===== config.mk =====
export PLATFORM = sky130hd
export DESIGN_NAME = wgt_loader
export DESIGN_NICKNAME = d
export VERILOG_FILES = /design/src/rtl/wgt_loader.sv
export SDC_FILE = /design/constraint.sdc
export NUM_CORES = 1
export LEC_CHECK = 0
export CORE_MARGIN = 4
export CORE_UTILIZATION = 52
export CTS_CLUSTER_SIZE = 40
export DETAILED_ROUTE_END_ITERATION = 12
export PLACE_DENSITY = 0.8
export SLEW_MARGIN = 20
export SYNTH_ARGS = -nofsm -noshare
export SYNTH_HDL_FRONTEND = slang
export SYNTH_SLANG_ARGS = --single-unit

===== constraint.sdc =====
create_clock -name clk -period 1.85 [get_ports clk]
set_input_delay 0.4625 -clock clk [delete_from_list [all_inputs] [get_ports clk]]
set_output_delay 0.4625 -clock clk [all_outputs]
set_load 0.05 [all_outputs]

===== src/rtl/wgt_loader.sv =====
// wgt_loader: packs 9-byte 3x3 kernels into three row words and issues them on request.
module wgt_loader #(
    parameter int DATA_W = 8,
    parameter int WORD_W = 32,
    parameter int CNT_W  = 8
) (
    input  logic                     clk,
    input  logic                     rst,
    input  logic                     start,
    input  logic [CNT_W-1:0]         num_kernels,
    input  logic                     s_valid,
    input  logic [DATA_W-1:0]        s_data,
    output logic                     s_ready,
    input  logic                     next_req,
    output logic signed [WORD_W-1:0] wgt_word [2:0],
    output logic                     wgt_read,
    output logic                     busy,
    output logic                     done
);
    localparam logic [2:0] IDLE  = 3'd0;
    localparam logic [2:0] FILL  = 3'd1;
    localparam logic [2:0] WAIT  = 3'd2;
    localparam logic [2:0] ISSUE = 3'd3;
    localparam logic [2:0] DONE  = 3'd4;
    logic [2:0]                state_q, state_d;
    logic [3:0]                byte_cnt_q, byte_cnt_d;
    logic [CNT_W-1:0]          kern_left_q, kern_left_d;
    logic [DATA_W-1:0]         fill_q [9];
    logic [DATA_W-1:0]         fill_d [9];
    logic signed [WORD_W-1:0]  wgt_q [2:0];
    logic signed [WORD_W-1:0]  wgt_d [2:0];
    logic                      wgt_read_q, wgt_read_d;
    logic                      take;
    assign take     = (state_q == FILL) && s_valid;
    assign s_ready  = state_q == FILL;
    assign busy     = state_q != IDLE;
    assign done     = state_q == DONE;
    assign wgt_read = wgt_read_q;
    assign wgt_word = wgt_q;
    always_comb begin
        state_d     = state_q;
        byte_cnt_d  = take ? byte_cnt_q + 4'd1 : byte_cnt_q;
        kern_left_d = kern_left_q;
        fill_d      = fill_q;
        wgt_d       = wgt_q;
        wgt_read_d  = 1'b0;
        if (take) fill_d[byte_cnt_q] = s_data;
        case (state_q)
            IDLE: if (start) begin
                kern_left_d = num_kernels;
                byte_cnt_d  = 4'd0;
                state_d     = (num_kernels == '0) ? DONE : FILL;
            end
            FILL: state_d = (take && byte_cnt_q == 4'd8) ? WAIT : FILL;
            WAIT: if (next_req) begin
                state_d    = ISSUE;
                wgt_read_d = 1'b1;
                for (int i = 0; i < 3; i++)
                    wgt_d[i] = WORD_W'({fill_q[3*i], fill_q[3*i+1], fill_q[3*i+2]});
            end
            ISSUE: begin
                kern_left_d = kern_left_q - CNT_W'(1);
                byte_cnt_d  = 4'd0;
                state_d     = (kern_left_q == CNT_W'(1)) ? DONE : FILL;
            end
            default: state_d = IDLE;
        endcase
    end
    always_ff @(posedge clk) begin
        if (rst) begin
            state_q     <= IDLE;
            byte_cnt_q  <= '0;
            kern_left_q <= '0;
            fill_q      <= '{default: '0};
            wgt_q       <= '{default: '0};
            wgt_read_q  <= 1'b0;
        end else begin
            state_q     <= state_d;
            byte_cnt_q  <= byte_cnt_d;
            kern_left_q <= kern_left_d;
            fill_q      <= fill_d;
            wgt_q       <= wgt_d;
            wgt_read_q  <= wgt_read_d;
        end
    end
endmodule


Yosys cells after proc, flatten, opt, wreduce, memory -nomap -nowiden
Index checks and enable logic that the tools add are counted.
{"block": "classes", "addsub": 2, "magnitude_cmp": 2, "eq_ne": 8, "n_mux": 15, "bitwise": 2, "reduce_logical": 11}
{"cell": "72-bit bitwise mux", "count": 1}
{"cell": "8-bit demux with 4-bit select", "count": 1}
{"cell": "8-bit 2-to-1 mux", "count": 2}
{"cell": "8-bit case mux with 2 select lines", "count": 1}
{"cell": "3-bit 2-to-1 mux", "count": 4}
{"cell": "3-bit case mux with 4 select lines", "count": 1}
{"cell": "8-bit by 1-bit equality test with 1-bit output (second input constant)", "count": 1}
{"cell": "8-bit logical NOT", "count": 1}
{"cell": "4-bit 2-to-1 mux", "count": 2}
{"cell": "4-bit case mux with 2 select lines", "count": 1}
{"cell": "8-bit by 1-bit subtractor with 8-bit output (second input constant)", "count": 1}
{"cell": "3-bit by 2-bit equality test with 1-bit output (second input constant)", "count": 2}
{"cell": "2-bit AND reduction", "count": 3}
{"cell": "5-bit >= comparator (second input constant)", "count": 1}
{"cell": "5-bit by 1-bit < comparator with 1-bit output (second input constant)", "count": 1}
{"cell": "4-bit NOT with 5-bit output", "count": 1}
{"cell": "4-bit by 1-bit adder with 4-bit output (second input constant)", "count": 1}
{"cell": "4-bit equality test (second input constant)", "count": 1}
{"cell": "2-bit inequality test (second input constant)", "count": 2}
{"cell": "3-bit by 1-bit equality test with 1-bit output (second input constant)", "count": 1}
{"cell": "3-bit equality test (second input constant)", "count": 1}
{"cell": "1-bit logical AND", "count": 3}
{"cell": "3-bit logical NOT", "count": 1}
{"cell": "3-bit nonzero test", "count": 1}
{"cell": "5 further kinds", "count": 5}
{"block": "word_totals", "regBits": 160, "in_bits": 21, "elab_cells": 56}

Logic depth before layout (Yosys ltp)
{"block": "depth", "ltp_word": 6, "mapped_depth": 7}

Least setup slack after synthesis
OpenSTA, ideal clock, no wires.
{"block": "synth_timing", "path_type": "reg2out", "start": "register state_q[1]", "end": "output port s_ready", "t_arrival_ns": 1.692, "path_slack_ns": -0.304, "stages_incl_launch_ff": 3, "path_buffers": 1, "path_cell_list": "dfxtp_1 > buf_2 > nor3b_1"}
{"block": "synth_between", "elab_chain_cells": 1}
{"element": "start: declaration", "line_no": "25", "text": "logic [2:0] state_q, state_d;"}
{"element": "start signal: assignment", "line_no": "78", "text": "state_q <= state_d;"}
{"element": "3-bit by 1-bit equality test with 1-bit output", "line_no": "35", "text": "assign s_ready = state_q == FILL;"}
{"element": "end: declaration", "line_no": "13", "text": "output logic s_ready,"}
No other way between the ends.

Final worst setup path
Ends and elaborated chain as after synthesis.

==> impl_metrics.py <==
metrics = {
    "placement": {
        "port_buffers": 96,
        "dpl.hpwl_microns": 9460,
        "dpl_cells": 911,
        "placement.cell_area_sq_um": 7180,
        "finalWeightedCongestion": 0.846,
    },
    "timing": {
        "postLayoutSetupSlackWorst_ns": -0.0323,
        "maxSlewHeadroom": 0.608,
        "finalCritPeriodShare": 1.02,
        "worst_hold_slack_ns": 0.373,
        "worst_pin_slew_ns": 0.586,
        "fin_worst_skew_ns": 0.0168,
        "grt_setup_unrepaired": "yes",
        "slew_violations": 0,
        "clock.fmax_mhz": 531,
        "timing_hold_violations_final": 0,
        "period_minus_slack_ns": 1.88,
        "finalSetupViolations": 2,
    },
    "detailed_routing": {
        "firstDrtPassIters": 5,
        "wl_per_cell_microns": 15.3,
        "drt_first_iter_violations": 313,
        "vias": 5072,
        "drt_wl_total_microns": 14500,
        "viasPerCell": 5.35,
        "drtAntennaViolNets": 0,
        "drcViolationCount": 0,
    },
    "clock_network": {
        "clk_pin_slew_ns": 0.06,
        "ctsRootBufferMaster": "clkbuf_16",
        "tritoncts": "built",
        "clock_tree.htree_level_count": 4,
        "insertion_delay_to_the_later_sink_of_the_worst_skew_pair_ns": 0.41,
        "cts.path.max_buffers": 2,
        "numClockSinks": 160,
        "cts_inserted_buffers": 17,
    },
    "cells_and_area": {
        "combined_area_of_the_multi_input_logic_cells_sq_um": 2710,
        "fin_util": 0.677,
        "filler_cell_count": 875,
        "num_antenna_cells": 0,
        "final_layout_size_suffix_gt1_frac": 0.185,
        "mostFrequentLayoutCells": "dfxtp_1, nand2_1, nor2_1",
        "layout.cells.most_common": "dfxtp_1",
        "areaGrowthSynthToFinish_pct": 25.8,
        "final_nets": 819,
        "stdcell_area_sq_um": 7860,
        "final_standard_cell_count_with_taps_included_and_fillers_excluded": 948,
        "final-seq-area_sq_um": 3210,
    },
    "floorplan": {
        "coreArea_sq_um": 11600,
        "die_x_microns": 118,
        "placementRows": 39,
        "dieArea_sq_um": 13800,
        "boundaryPins": 121,
        "die_h_microns": 118,
        "start_util": 0.538,
    },
    "logic_synthesis": {
        "synth.cell_area_sq_um": 6250,
        "number_of_enable_flip_flop_cells_after_synthesis": 0,
        "avgSynthCellArea_sq_um": 8.85,
        "dominantRegCellSynth": "dfxtp_1",
        "synth.distinct_cells": 46,
        "ys_seq_area_frac": 0.513,
        "ys_ff_latch": 160,
        "yosys_warnings": 0,
        "synth_async_sr_flop_share": 0,
        "synth_cells": 706,
    },
    "worst_setup_path": {
        "highest_net_fanout_along_the_worst_path": 5,
        "worstPathArrival_ns": 1.42,
        "timing_worst_setup_path_type": "register to output port",
        "critical_path.endpoint_type": "output port",
        "setup.worst_path.start_class": "register",
        "critPathRequiredTime_ns": 1.39,
    },
    "grt": {
        "grtUsageTotal": 0.209,
        "number_of_global_route_vias_before_repair": 4961,
        "grt_start_max_net_pins": 78,
        "antenna_violations_before_repair": 0,
        "overflow": 0,
        "first_pass_grt_wire_length_microns": 24000,
    },
    "flow_run": {
        "maxCapViolCount": 0,
    },
    "status": {
        "status": "finished, violations left",
        "failed_checks": "setup timing",
    },
    "power": {
        "swShare": 0.240,
        "power_frac_clock": 0.473,
        "power_density_nw_per_um2": 949,
        "ir_worst_vdd_uv": 640,
        "leakagePower_nw": 3.20,
        "power.total_mw": 7.46,
        "power.share.sequential": 0.468,
        "portion_of_total_power_attributed_to_combinational_logic": 0.059,
        "net-switching-power_mw": 1.79,
        "internal-power_mw": 5.67,
    },
    "worst_hold_path": {
        "min_path_type": "input pin to register",
    },
}
[final cells by class]
cell class              count  share of cell area
well taps                 143              0.0228
clock inverters            12              0.0189
inverters                   8             0.00382
repair buffers            120               0.145
multi-input cells         485               0.345
clock buffers              20              0.0568
flip-flops and latches    160               0.408
[sequential cells by signal (all words and copies together), names as in the netlist]
name	cells
byte_cnt_q	4
fill_q	72
kern_left_q	8
state_q	3
wgt_read	1
wgt_word	72
[synth_stat cells (all sizes together) (3+ instances only)]
cell | number | area (sq um)
dfxtp | 160 | 3200
nand2 | 152 | 573
nor2 | 87 | 327
a21oi | 80 | 400
mux2i | 72 | 721
buf | 50 | 335
clkbuf | 26 | 98.8
o21ai | 9 | 45.0
inv | 8 | 30.0
ha | 6 | 75.1
and4b | 5 | 50.1
nand3 | 5 | 40.0
a211oi | 3 | 22.5
nand3b | 3 | 22.5
nor2b | 3 | 18.8
nor4 | 3 | 18.8
[path summary, 6_finish.rpt]
| kind | from | endpoint | slack, ns | depth (start not counted) |
|---|---|---|---|---|
| setup / recovery | state_q[1] | s_ready | -0.03 | 4 |
| hold / removal | rst | kern_left_q[0] | 0.37 | 2 |
| setup reg to reg | state_q[1] | kern_left_q[1] | 0.07 | 7 |
| hold reg to reg | fill_q[32] | wgt_word[40] | 0.45 | 2 |
[critical path: stages (launching register included)]
cell and delay (ns):
dfxtp_2 0.32, buf_6 0.12, buf_12 0.12, nor3b_4 0.26, buf_12 0.17
[metal layers]
| metal | wire length [microns] | global-route usage | up-vias |
|---|---|---|---|
| met4 | 193 | 0.0674 | 0 |
| met3 | 930 | 0.0529 | 19 |
| li1 | - | - | 2463 |
| met1 | 6220 | 0.266 | 2420 |
| met2 | 7130 | 0.347 | 170 |
| met5 | 0 | 0 | - |
[power by group through the flow]
stage          logic (mW)  clock network [mW]  registers (mW)
2_1_floorplan       0.340                   0            3.56
4_1_cts             0.427                3.56            3.49
6_report            0.440                3.53            3.49
5_1_grt             0.468                3.72            3.49
3_5_place_dp        0.419                   0            3.57
3_3_place_gp        0.409                   0            3.56
[through the flow]
| stage | setup TNS (ns) | setup slack [ns] |
|---|---|---|
| after floorplan | 0 | 0.169 |
| after global placement | -16.06 | -0.276 |
| after detailed placement | -18.92 | -0.317 |
| after CTS | -0.0513 | -0.0368 |
| after global routing | -0.150 | -0.0773 |
| final | -0.0584 | -0.0323 |
[logic make-up (layout without fill, tap and decap cells)]
kind of cell | Yosys count | count (layout) | share of synthesized area
and+or+nand+nor | 274 | 274 | 0.188
xor gates and xnor gates | 3 | 3 | 0.00421
buffers and inverters | 84 | 160 | 0.0743
AOI/OAI and AO/OA | 106 | 106 | 0.0927
adders and majority gates | 6 | 6 | 0.0120
muxes | 72 | 72 | 0.115
other | 1 | 24 | 0.000600
DFF | 160 | 160 | 0.513
[what timing repair did]
| action | 4_1_cts | 5_1_grt |
|---|---|---|
| resized for setup | 6 | 5 |
| pin swaps | 2 | 1 |
| hold endpoints to repair | 0 | 0 |
| buffers inserted | 4 | 1 |
| endpoints found under the setup margin | 3 | 6 |
| hold buffers | 0 | 0 |
| cloned | 0 | 0 |
Power figures use the tool's default switching activity.
